$ cat src/rtl/ram_fifo_ctrl.sv
// ram_fifo_ctrl: FIFO controller in front of a single-port, 1-cycle-latency RAM.
// Accepts a valid/ready push stream, stores words in the RAM, and presents the
// head word in a registered pop port. An empty FIFO bypasses the RAM and loads
// the output register directly. Capacity is 2^N RAM words plus the output word.
//
// Ports:
//   clk, rst_n            clock, asynchronous active-low reset
//   push_valid/ready/data producer side
//   pop_valid/ready/data  consumer side (pop_data registered)
//   count                 words held (RAM entries + output register)
//   ram_we/adr/din        RAM write/address/data, combinational
//   ram_dout              RAM read data, valid one clock after the address
module ram_fifo_ctrl #(
  parameter int N = 4,
  parameter int M = 32
) (
  input  logic         clk,
  input  logic         rst_n,
  input  logic         push_valid,
  output logic         push_ready,
  input  logic [M-1:0] push_data,
  output logic         pop_valid,
  input  logic         pop_ready,
  output logic [M-1:0] pop_data,
  output logic [N+1:0] count,
  output logic         ram_we,
  output logic [N-1:0] ram_adr,
  output logic [M-1:0] ram_din,
  input  logic [M-1:0] ram_dout
);

  typedef enum logic {
    IDLE,
    RD_WAIT
  } state_t;

  state_t       state;
  logic [N-1:0] wr_ptr;
  logic [N-1:0] rd_ptr;
  logic [N:0]   ram_cnt;
  logic         out_valid;
  logic [M-1:0] out_data;

  logic pop;
  logic out_free;
  logic fetch_issue;
  logic push;
  logic bypass;
  logic ram_full;
  logic ram_empty;

  always_comb begin
    // ram_cnt never exceeds 2^N, so its MSB alone flags a full RAM
    ram_full    = ram_cnt[N];
    ram_empty   = (ram_cnt == '0);
    pop         = out_valid & pop_ready;
    out_free    = ~out_valid | pop;
    // a fetch owns the single RAM port, so it blocks pushes that cycle
    fetch_issue = (state == IDLE) & ~ram_empty & out_free;
    push_ready  = rst_n & ~ram_full & ~fetch_issue;
    push        = push_valid & push_ready;
    bypass      = push & (state == IDLE) & ram_empty & out_free;
    ram_we      = push & ~bypass;
    ram_adr     = fetch_issue ? rd_ptr : wr_ptr;
    ram_din     = push_data;
    pop_valid   = out_valid;
    pop_data    = out_data;
    count       = (N+2)'(ram_cnt) + (N+2)'(out_valid);
  end

  always_ff @(posedge clk or negedge rst_n) begin
    if (!rst_n) begin
      state     <= IDLE;
      wr_ptr    <= '0;
      rd_ptr    <= '0;
      ram_cnt   <= '0;
      out_valid <= 1'b0;
      out_data  <= '0;
    end else begin
      // fetch_issue is only ever set in IDLE, and RD_WAIT lasts one cycle
      state <= fetch_issue ? RD_WAIT : IDLE;

      // fetch and RAM write are mutually exclusive (push_ready excludes fetch)
      if (fetch_issue) begin
        rd_ptr  <= rd_ptr + 1'b1;
        ram_cnt <= ram_cnt - 1'b1;
      end else if (ram_we) begin
        wr_ptr  <= wr_ptr + 1'b1;
        ram_cnt <= ram_cnt + 1'b1;
      end

      // out_valid is always clear in RD_WAIT, so no pop can collide with the
      // capture; a fetch issued alongside a pop leaves the register empty
      // for the wait cycle
      if (state == RD_WAIT) begin
        out_valid <= 1'b1;
        out_data  <= ram_dout;
      end else if (bypass) begin
        out_valid <= 1'b1;
        out_data  <= push_data;
      end else if (pop) begin
        out_valid <= 1'b0;
      end
    end
  end

endmodule

$ cat config.mk
export PLATFORM = sky130hd
export DESIGN_NAME = ram_fifo_ctrl
export DESIGN_NICKNAME = d
export VERILOG_FILES = /design/src/rtl/ram_fifo_ctrl.sv
export SDC_FILE = /design/constraint.sdc
export NUM_CORES = 1
export LEC_CHECK = 0
export CAP_MARGIN = 20
export CORE_MARGIN = 4
export CORE_UTILIZATION = 44
export CTS_CLUSTER_DIAMETER = 120
export DETAILED_ROUTE_END_ITERATION = 10
export PLACE_DENSITY = 0.84
export SLEW_MARGIN = 20
export SYNTH_ARGS = -nofsm -noshare
export SYNTH_HDL_FRONTEND = slang
export SYNTH_SLANG_ARGS = --single-unit
$ cat constraint.sdc
create_clock -name clk -period 5.3 [get_ports clk]
set_input_delay 1.06 -clock clk [delete_from_list [all_inputs] [get_ports clk]]
set_output_delay 1.06 -clock clk [all_outputs]
set_load 0.005 [all_outputs]
### Yosys cells after proc, flatten, opt, wreduce, memory -nomap -nowiden

Cells that the tools add are included.
Widths: inputs -> output; s select.

| cells by class | value |
|---|---|
| bitwise operators | 17 |
| mux-type cells | 9 |
| add/subtract/negate cells | 5 |
| reductions and logical operators | 5 |

Operator list:

| cell | count |
|---|---|
| $mux 32 | 2 |
| $and 1x1->1 | 10 |
| $mux 5 | 2 |
| $add 4x1->4 const B | 2 |
| $add 5x1->6 | 1 |
| $not 1->1 | 6 |
| $add 5x1->5 const B | 1 |
| $logic_not 5->1 | 1 |
| $sub 5x1->5 const B | 1 |
| $mux 1 | 4 |
| $mux 4 | 1 |
| $reduce_bool 2->1 | 2 |
| $reduce_bool 3->1 | 1 |
| $reduce_and 2->1 | 1 |
| $or 1x1->1 | 1 |

| storage, ports and cells | value |
|---|---|
| output and inout bits | 77 |
| word-level logic and storage cells | 42 |
| register bits after elaboration | 47 |
| input port bits | 68 |

### Depth between registers and ports, before layout

Gate-level depths: netlist (run 1).

| depth | value |
|---|---|
| depth after elaboration | 14 |
| mapped depth | 12 |
| gate-level depth less buffers | 9 |

### Worst setup path before layout (run 1)

No wires, ideal clock.

| path | value |
|---|---|
| path kind | input-to-output |
| from | input port pop_ready |
| to | output port ram_adr[0] |
| setup slack | 1.876 ns |
| data arrival time | 2.364 ns |
| path buffers | 3 |
| cell stages on the path | 8 |
| data required time | 4.240 ns |
| cells stage by stage | nand2b_1 -> clkbuf_1 -> and2_1 -> buf_2 -> o21ai_4 -> inv_2 -> buf_2 -> mux2_2 |

| between the ends | value |
|---|---|
| longest elaborated chain between the ends | 4 |

Ends and longest elaborated chain:

| what | RTL line | RTL |
|---|---|---|
| start, declared | 23 | `input logic pop_ready,` |
| $and 1x1->1 | 56 | `pop = out_valid & pop_ready;` |
| $or 1x1->1 | 57 | `out_free = ~out_valid \| pop;` |
| $and 1x1->1 | 59 | `fetch_issue = (state == IDLE) & ~ram_empty & out_free;` |
| net fetch_issue | 46 | `logic fetch_issue;` |
| $mux 4 | 64 | `ram_adr = fetch_issue ? rd_ptr : wr_ptr;` |
| end, declared | 27 | `output logic [N-1:0] ram_adr,` |

The timed path passes the listed nets, and every way through them passes these cells.

### Worst setup path in the final report (run 1)

| path | value |
|---|---|
| from | input port pop_ready |
| to | output port ram_adr[0] |

| between the ends | value |
|---|---|
| longest elaborated chain between the ends | 4 |

Ends and longest elaborated chain:

| what | RTL line |
|---|---|
| $and 1x1->1 | 56 |
| $or 1x1->1 | 57 |
| $and 1x1->1 | 59 |
| $mux 4 | 64 |

No other way between the ends.

==> metrics.md, run 1 <==
| Metric | Value |
|---|---|
| Hold Crit Class | `flop to flop` |
| Largest area contributor in the netlist | `dfrtp_1` |
| Hpwl dp | `5.57 mm` |
| Total Wirelength | `7.65 mm` |
| Fin util | `0.660` |
| Antenna diode instance count | `0` |
| Reg2reg end | `ram_cnt[3]` |
| Setup TNS | `0 ps` |
| Share of post-route cells with drive strength above 1 | `0.0767` |
| Worst Path Required | `4240 ps` |
| Syn Area/Cell | `10.8 um2` |
| Clk Tree Root Cell | `clkbuf_8` |
| Avg Vias per Cell | `5.51` |
| Cell row count | `29` |
| Fmax | `227 MHz` |
| Die area | `7820 um2` |
| TritonRoute pass-1 iters | `4` |
| Largest net degree at the start of global routing | `50` |
| CTS max path bufs | `2` |
| Startpoint Class | `input pin` |
| Total core area | `6310 um2` |
| Synth Instances | `263` |
| First-pass GRT wire length | `11.6 mm` |
| Hold_sp | `rd_ptr[3]` |
| Worst R2R Start | `state` |
| Final Hold Fails | `0` |
| Cts repair resizes | `0` |
| Worst VDD drop | `370 uV` |
| Post-CTS Setup Bufs | `0` |
| Clock slew at reported path FFs | `80 ps` |
| Cell variety after synth | `35` |
| Post-Synthesis Cell Area | `2850 um2` |
| # IOs | `145` |
| Status | `finished, final reports clean` |
| Ys Warns | `0` |
| CP Data Arrival Time | `3350 ps` |
| Hold Path End | `rd_ptr[3]` |
| CTS Hold Bufs | `0` |
| Horiz. Die Dim | `88.4 um` |
| Most used routing layer | `met2` |
| Rel. slew slack | `0.565` |
| Reg2Reg Depth | `9` |
| ANT nets after route | `0` |
| TritonCTS clock tree | `yes` |
| Tcrit/Tclk final | `0.832` |
| Final setup violation count | `0` |
| # H-tree levels | `2` |
| Top cells by area, synth | `dfrtp_1 41%, a41o_1 11%, mux2i_1 11%` |
| Num CTS Buffers | `5` |
| Crit end category | `output port` |
| # DRC | `0` |
| Syn Nets | `339` |
| M3 GR Usage | `0.0400` |
| #FFs+latches synth | `47` |
| Initial DRC count | `99` |
| CP most frequent cell | `clkdlybuf4s50_1` |
| Port buffer count | `144` |
| Cell Pwr Density | `550 nW/um2` |
| Worst Hold Depth | `1` |
| Gr ovfl total | `0` |
| Starting Density | `0.451` |
| WS Path Type | `input pin to output port` |
| Final max-slew violation count | `0` |
| Layout Cell Area excl Fill | `4170 um2` |
| Via count | `2435` |
| Gp weighted congestion | `0.814` |
| Register area share after synthesis | `0.413` |
| M2 GR Usage | `0.337` |
| Area growth syn-to-layout | `46.4%` |
| Clock Latency Late Sink | `300 ps` |
| Largest stage delay, worst path | `450 ps` |
| Vias in the first global route | `2460` |
| Static leakage | `1.85 nW` |
| Worst slew pin tran | `652 ps` |
| Fin crit period | `4410 ps` |
| Nets | `441` |
| Placed Instance Area | `4080 um2` |
| Fin Clk Skew | `8.11 ps` |
| Routed length per instance | `17.3 um` |
| Worst path slowest cell | `clkdlybuf4s50_1` |
| Unrepaired setup endpoints after global routing | `no` |
| Met1 Usage GRT | `0.230` |
| Max-Cap Viols | `0` |
| Reg-to-reg slack, setup | `2770 ps` |
| Chip Height | `88.4 um` |
| Worst-path cell chain | `clkdlybuf4s50_1 > nand2b_1 > buf_4 > and2_1 > o21ai_4 > inv_2 > mux2_2 > clkdlybuf4s50_1` |
| Total power | `2.29 mW` |
| Initial antenna violation count | `0` |
| GRT Total Usage | `0.190` |
| Max Fanout on Critical Path | `35` |
| Synth top area share | `0.413` |
| Fillers | `517` |
| CTS Sinks | `47` |
==> synthesized netlist by cell type <==
cell type	instances
a41o_1	31
ha_1	7
nor3_1	2
o311ai_0	1
nor3_2	1
buf_2	6
or2_4	1
nand3_1	2
fa_1	1
o21ai_4	1
or4_4	1
a221oi_1	1
nand2_1	3
nor2_1	3
mux2i_1	31
nand4_1	4
mux2_4	1
nand3b_1	1
a21o_1	1
a41oi_1	1
buf_6	2
dfrtp_1	47
and2_1	2
nand2b_1	3
and3_1	1
inv_2	2
a21oi_1	36
xnor2_1	8
o21ai_0	1
xor2_1	4
clkbuf_1	13
buf_4	33
buf_1	1
mux2_2	6
inv_1	4
==> cells by family (layout without fill, tap and decap cells) <==
group,count (synthesis),in the layout,share of synthesized area
fa+ha+maj,8,8,0.0378
xor+xnor,12,12,0.0369
buf+inv,61,163,0.132
simple gates,24,24,0.0501
flops,47,47,0.413
compound gates,73,73,0.192
mux,38,38,0.138
==> state kept, by name, indices dropped and copies added, names as in the netlist <==
name / cells
pop_valid: 1
state: 1
pop_data: 32
ram_cnt: 5
rd_ptr: 4
wr_ptr: 4
==> metal layers <==
layer	share of wire	up-vias	wire length [um]
met5	0	-	0
met4	0.020	0	152
met1	0.39	1168	2990
li1	-	1149	-
met3	0.072	14	549
met2	0.52	104	3950
==> metrics by stage <==
step / std cells / hold WS [ps] / setup WS, ps
detailed placement: 435 / 467 / 890
global placement: 435 / 470 / 925
CTS: 442 / 482 / 882
floorplan: 263 / 440 / 1880
finish: 442 / 477 / 889
global route: 442 / 493 / 773
==> placed cells by master, fill, tap and decap left out, drive strengths merged, types with 6 or more instances in the layout <==
master / count
a21oi: 36
a41o: 31
buf: 7
clkbuf: 6
clkdlybuf4s50: 143
dfrtp: 47
ha: 7
inv: 6
mux2: 7
mux2i: 31
xnor2: 8
==> layout make-up <==
cell class                 instances  area (um2)  area share
timing repair buffer             150        1480       0.356
multi-input combinational        155        1300       0.312
sequential                        47        1180       0.283
tap                               77        96.3      0.0231
clock buffer                       6        82.6      0.0198
inverter                           6        22.5     0.00541
clock inverter                     1        5.00     0.00120
==> worst max-delay path: cells and delay by family <==
kind,cells,cell delay (ps)
buf+inv,4,1460
mux,1,380
simple gates,2,350
compound gates,1,90
==> report_power, final <==
part / leakage (nW) / switching [mW] / total [mW] / internal, mW
Clock: 0.0470 / 0.115 / 0.218 / 0.103
Sequential: 0.550 / 0.147 / 0.694 / 0.547
Combinational: 1.25 / 0.578 / 1.38 / 0.799
Total: 1.85 / 0.840 / 2.29 / 1.45
==> worst max-delay path by stage <==
stage / startpoint / end / slack (ps) / cells after the start
finish: pop_ready / ram_adr[0] / 890 / 8
global route: pop_ready / ram_adr[0] / 770 / 8
CTS: pop_ready / ram_adr[0] / 880 / 8
detailed placement: pop_ready / ram_adr[0] / 890 / 8
global placement: pop_ready / ram_adr[0] / 920 / 8
floorplan: pop_ready / ram_adr[0] / 1880 / 8
No activity file was read; power rests on OpenSTA's default activity.
==> inputs of run 2 (changes only) <==
- CORE_UTILIZATION: 44 -> 36
- PLACE_DENSITY: 0.84 -> 0.73
- clock period: 5.3 -> 3.6 ns (I/O delays scaled with it)
==> run 2 against run 1 <==
  * Non-clock buffer count grew 3
  * Sequential share of layout area shrank 0.44 points
  * Via count shrank 1.1%
  * Clock power grew 61%
  * Register-to-register slack lost 1800 ps
  * Highest routed layer unchanged
  * Largest power group unchanged
  * Sequential power grew 47%
  * Critical path type unchanged
  * Cell area grew 1.6%
  * Global-route usage shrank 2.7 points
  * Count of clock-buffer cells in the layout grew 2
==> metrics.md, run 2 (synthesized netlist as in run 1, its figures left out) <==
| Metric | Value |
|---|---|
| Final cell count without fillers | `471 (+6.6%)` |
| Cts repair resizes | `0 (unchanged)` |
| Avg Vias per Cell | `5.11 (-7.2%)` |
| First-pass GRT wire length | `12.9 mm (+11%)` |
| Fmax | `313 MHz` |
| Starting Density | `0.370 (-0.0805)` |
| Most frequent cells in the layout | `143 x clkdlybuf4s50_1, 46 x dfrtp_1, 36 x a21oi_1, 31 x mux2i_1, 31 x a41o_1` |
| Max FFs per register | `32 (unchanged)` |
| # H-tree levels | `2 (unchanged)` |
| Worst R2R Start | `ram_cnt[3]` |
| Worst Path Required | `2880 ps (-1360 ps)` |
| Post-CTS Setup Bufs | `0 (unchanged)` |
| Initial DRC count | `96 (-3.0%)` |
| Rel. slew slack | `0.592 (+0.0270)` |
| Fin Clk Skew | `6.24 ps (-1.87 ps)` |
| Worst-path cell chain | `clkdlybuf4s50_1 > nand2b_1 > and2_1 > o21ai_4 > inv_2 > mux2_2 > clkdlybuf4s50_1` |
| Largest stage delay, worst path | `450 ps (about the same)` |
| Hold Crit Class | `flop to flop` |
| Top routing layer in use | `met4` |
| Max-Cap Viols | `0 (unchanged)` |
| Total Wirelength | `7.72 mm (+0.93%)` |
| Clock slew at reported path FFs | `90 ps (about the same)` |
| Metal3 WL | `486 um (-11%)` |
| Share of post-route cells with drive strength above 1 | `0.0840 (+0.00730)` |
| Setup TNS | `0 ps (unchanged)` |
| Final Hold Fails | `0 (unchanged)` |
| CTS max path bufs | `2 (unchanged)` |
| Hold_sp | `rd_ptr[3]` |
| Die area | `9390 um2 (+20%)` |
| Port buffer count | `144 (unchanged)` |
| Gp weighted congestion | `0.840 (+3.2%)` |
| Static leakage | `1.87 nW (+1.1%)` |
| Hold_ws | `489 ps (+12.2 ps)` |
| Tcrit/Tclk final | `0.886` |
| # IOs | `145 (unchanged)` |
| Most common cell after layout, fill and taps aside | `clkdlybuf4s50_1` |
| Fin util | `0.550 (-0.109)` |
| Status | `finished, final reports clean` |
| TritonRoute pass-1 iters | `4 (unchanged)` |
| Horiz. Die Dim | `96.9 um (+9.6%)` |
| Fin crit period | `3190 ps` |
| Routed length per instance | `16.4 um (-5.3%)` |
| Post-placement cell count | `463 (+6.4%)` |
| Total core area | `7690 um2 (+22%)` |
| Detailed-routing wirelength on met1 | `3.21 mm (+7.2%)` |
| Final worst slack | `409 ps (-480 ps)` |
| Gr ovfl total | `0 (unchanged)` |
| Post-place setup slack | `411 ps (-479 ps)` |
| Final setup violation count | `0 (unchanged)` |
| Unrepaired setup endpoints after global routing | `no` |
| Clock Latency Late Sink | `300 ps (about the same)` |
| Largest net degree at the start of global routing | `49 (-2.0%)` |
| Chip Height | `96.9 um (+9.6%)` |
| ANT nets after route | `0 (unchanged)` |
| Worst slew pin tran | `611 ps (-40.5 ps)` |
| GRT Total Usage | `0.163 (-0.0266)` |
| WS Path Type | `input pin to output port` |
| Antenna diode instance count | `0 (unchanged)` |
| Cell Pwr Density | `806 nW/um2 (+47%)` |
| Area growth syn-to-layout | `48.7%` |
| Crit end category | `output port` |
| TritonCTS clock tree | `yes` |
| Via count | `2407 (-1.1%)` |
| Metal2 WL | `3.97 mm (+0.46%)` |
| Initial antenna violation count | `0 (unchanged)` |
| Fillers | `680 (+32%)` |
| CTS Sinks | `47 (unchanged)` |
| Placed Instance Area | `4130 um2 (+1.3%)` |
| CTS Hold Bufs | `0 (unchanged)` |
| Worst path slowest cell | `clkdlybuf4s50_1` |
| Layout Cell Area excl Fill | `4230 um2 (+1.6%)` |
| CP Data Arrival Time | `2470 ps (-880 ps)` |
| Hpwl dp | `5.48 mm (-1.6%)` |
| Max Fanout on Critical Path | `5 (-86%)` |
| Clk Tree Root Cell | `clkbuf_8` |
| CP most frequent cell | `clkdlybuf4s50_1` |
| Startpoint Class | `input pin` |
| # DRC | `0 (unchanged)` |
| Total power | `3.41 mW (+49%)` |
| Nets | `444 (+0.68%)` |
| Cell row count | `32 (+10%)` |
| Vias in the first global route | `2593 (+5.4%)` |
| Worst VDD drop | `648 uV (+75%)` |
| Setup crit start | `pop_ready` |
| Num CTS Buffers | `5 (unchanged)` |
| Final max-slew violation count | `0 (unchanged)` |
==> run 2: cell count changes in the layout (fill, tap and decap cells not counted), sizes merged <==
cell    before  now
buf          7   10
clkbuf       6    8
clkinv       1    0
==> run 2: power breakdown <==
group          internal [mW]  switching, mW  total (mW)
clock network          0.176          0.175       0.350
registers              0.806          0.214        1.02
logic                   1.19          0.849        2.04
total                   2.17           1.24        3.41
==> run 2: worst max-delay path, delay by kind of cell <==
family | cells | cell delay, ps
simple gates | 2 | 300
mux | 1 | 340
compound gates | 1 | 100
buf+inv | 3 | 1010
==> run 2: path summary, 6_finish.rpt <==
kind                            slack (ps)  cells after the start      endpoint
worst max-delay path                   410                      7    ram_adr[0]
worst min-delay path                   490                      1     rd_ptr[3]
worst max register to register         990                      9    ram_cnt[3]
worst min register to register         490                      1     rd_ptr[3]
max in group asynchronous             2570                      2         state
min in group asynchronous              600                      2  pop_data[25]
==> run 2: final cells by class <==
cell class / instances / area [um2] / area share
inverter: 6 / 22.5 / 0.00532
sequential: 47 / 1180 / 0.278
timing repair buffer: 153 / 1500 / 0.355
clock buffer: 8 / 100 / 0.0237
multi-input combinational: 155 / 1300 / 0.307
tap: 102 / 128 / 0.0302
==> run 2: layer usage <==
| metal | vias up | track usage |
|---|---|---|
| met5 | - | 0 |
| met4 | 0 | 0.0367 |
| met3 | 5 | 0.0512 |
| met2 | 85 | 0.282 |
| met1 | 1159 | 0.199 |
| li1 | 1158 | - |
==> inputs of run 3 (changes only) <==
- CAP_MARGIN: 20 -> unset
- CORE_UTILIZATION: 36 -> 37
- CTS_BUF_LIST: unset -> sky130_fd_sc_hd__clkbuf_4
- GPL_ROUTABILITY_DRIVEN: unset -> 0
- PLACE_DENSITY: 0.73 -> 0.75
==> run 3 against run 2 <==
  * Cell area decreased by 1.2%
  * Global-route usage is 0.79 points higher
  * Non-clock buffer count stayed put
  * First-iteration DRC count increased by 6.3%
  * Utilization up 1.7 points
  * Setup slack got worse by 0.53 ps
  * Largest cell class unchanged
  * Largest power group unchanged
  * Highest routed layer unchanged
==> metrics.md, run 3 (synthesized netlist as in run 1, its figures left out) <==
| Metric | Value |
|---|---|
| Avg Vias per Cell | `5.21 (+2.0%)` |
| ANT nets after route | `0 (unchanged)` |
| Metal3 WL | `687 um (+41%)` |
| Total power | `3.31 mW (-2.9%)` |
| Vias in the first global route | `2569 (-0.93%)` |
| Top routing layer in use | `met4` |
| Nets | `444 (unchanged)` |
| WS Path Type | `input pin to output port` |
| Max Fanout on Critical Path | `5 (unchanged)` |
| Worst Path Required | `2880 ps (about the same)` |
| Chip Height | `95.7 um (-1.2%)` |
| Clock Latency Late Sink | `350 ps (+50 ps)` |
| Fmax | `313 MHz (about the same)` |
| Cell Pwr Density | `792 nW/um2 (-1.7%)` |
| Fin Clk Skew | `23.0 ps (+16.8 ps)` |
| Hold_sp | `wr_ptr[3]` |
| Gr ovfl total | `0 (unchanged)` |
| Via count | `2434 (+1.1%)` |
| Worst VDD drop | `579 uV (-11%)` |
| Share of post-route cells with drive strength above 1 | `0.0842 (+0.000228)` |
| Crit end category | `output port` |
| Max FFs per register | `32 (unchanged)` |
| Clk Tree Root Cell | `clkbuf_4` |
| Final max-slew violation count | `0 (unchanged)` |
| Hold Crit Class | `flop to flop` |
| Setup crit start | `pop_ready` |
| Rel. slew slack | `0.589 (-0.00311)` |
| Fin util | `0.567 (+0.0168)` |
| TritonCTS clock tree | `yes` |
| Horiz. Die Dim | `95.7 um (-1.2%)` |
| Fin crit period | `3190 ps (+0.530 ps)` |
| Worst slew pin tran | `616 ps (+4.66 ps)` |
| Static leakage | `1.85 nW (-1.0%)` |
| Metal2 WL | `3.96 mm (-0.13%)` |
| Detailed-routing wirelength on met1 | `3.28 mm (+2.4%)` |
| GRT Total Usage | `0.171 (+0.00787)` |
| # H-tree levels | `2 (unchanged)` |
| Most frequent cells in the layout | `143 x clkdlybuf4s50_1, 46 x dfrtp_1, 36 x a21oi_1, 31 x mux2i_1, 31 x a41o_1` |
| Routed length per instance | `17.1 um (+4.2%)` |
| # IOs | `145 (unchanged)` |
| Final setup violation count | `0 (unchanged)` |
| Worst R2R Start | `ram_cnt[1]` |
| Final Hold Fails | `0 (unchanged)` |
| Clock slew at reported path FFs | `150 ps (+60 ps)` |
| Total core area | `7370 um2 (-4.1%)` |
| Status | `finished, final reports clean` |
| Area growth syn-to-layout | `46.9%` |
| Die area | `9160 um2 (-2.5%)` |
| Unrepaired setup endpoints after global routing | `no` |
| TritonRoute pass-1 iters | `4 (unchanged)` |
| Initial DRC count | `102 (+6.3%)` |
| Hpwl dp | `5.71 mm (+4.3%)` |
| Cts repair resizes | `0 (unchanged)` |
| CP Data Arrival Time | `2470 ps (about the same)` |
| Startpoint Class | `input pin` |
| CTS Hold Bufs | `0 (unchanged)` |
| Setup TNS | `0 ps (unchanged)` |
| Antenna diode instance count | `0 (unchanged)` |
| Port buffer count | `144 (unchanged)` |
| Tcrit/Tclk final | `0.886 (about the same)` |
| Max-Cap Viols | `0 (unchanged)` |
| First-pass GRT wire length | `12.5 mm (-3.5%)` |
| CTS max path bufs | `2 (unchanged)` |
| Total Wirelength | `7.97 mm (+3.3%)` |
| # DRC | `0 (unchanged)` |
| Final worst slack | `409 ps (-0.530 ps)` |
| Largest net degree at the start of global routing | `49 (unchanged)` |
| Num CTS Buffers | `5 (unchanged)` |
| Most common cell after layout, fill and taps aside | `clkdlybuf4s50_1` |
| Starting Density | `0.386 (+0.0160)` |
| Post-place setup slack | `420 ps (+9.06 ps)` |
| Post-CTS Setup Bufs | `0 (unchanged)` |
| Initial antenna violation count | `0 (unchanged)` |
| CTS Sinks | `47 (unchanged)` |
| Cell row count | `31 (-3.1%)` |
run 3: worst paths after layout:
check	to	slack (ps)	cells past startpoint
min in group asynchronous	wr_ptr[2]	500	2
setup / recovery	ram_adr[0]	410	7
max in group asynchronous	ram_cnt[3]	2670	2
hold / removal	wr_ptr[3]	480	1
setup reg to reg	ram_cnt[3]	990	9
hold reg to reg	wr_ptr[3]	480	1
run 3: area by class of cell:
cell class | count | area (um2)
Timing Repair Buffer | 153 | 1500
Inverter | 6 | 22.5
Tap cell | 99 | 124
Sequential cell | 47 | 1180
Clock buffer | 7 | 52.6
Fill cell | 640 | 3190
Multi-Input combinational cell | 155 | 1300
run 3: per-stage QoR:
stage	std cells	cell area, um2	hold slack (ps)
after global routing	467	4180	500
final	467	4180	482
after global placement	460	4130	465
after floorplan	263	2850	424
after CTS	467	4180	486
after detailed placement	460	4130	462
run 3: worst max-delay path, cell delays in order:
cell	delay, ps
clkdlybuf4s50_1	440
nand2b_1	110
and2_1	190
o21ai_4	90
inv_2	110
mux2_2	340
clkdlybuf4s50_1	460
run 3: where the power goes:
part,switching [mW],internal (mW)
Sequential,0.212,0.803
Combinational,0.851,1.19
Clock,0.163,0.0893
Total,1.23,2.09
run 3: metal layers:
layer / vias up / track usage
li1: 1149 / -
met1: 1177 / 0.219
met2: 103 / 0.297
met3: 5 / 0.0407
met4: 0 / 0.0308
met5: - / 0
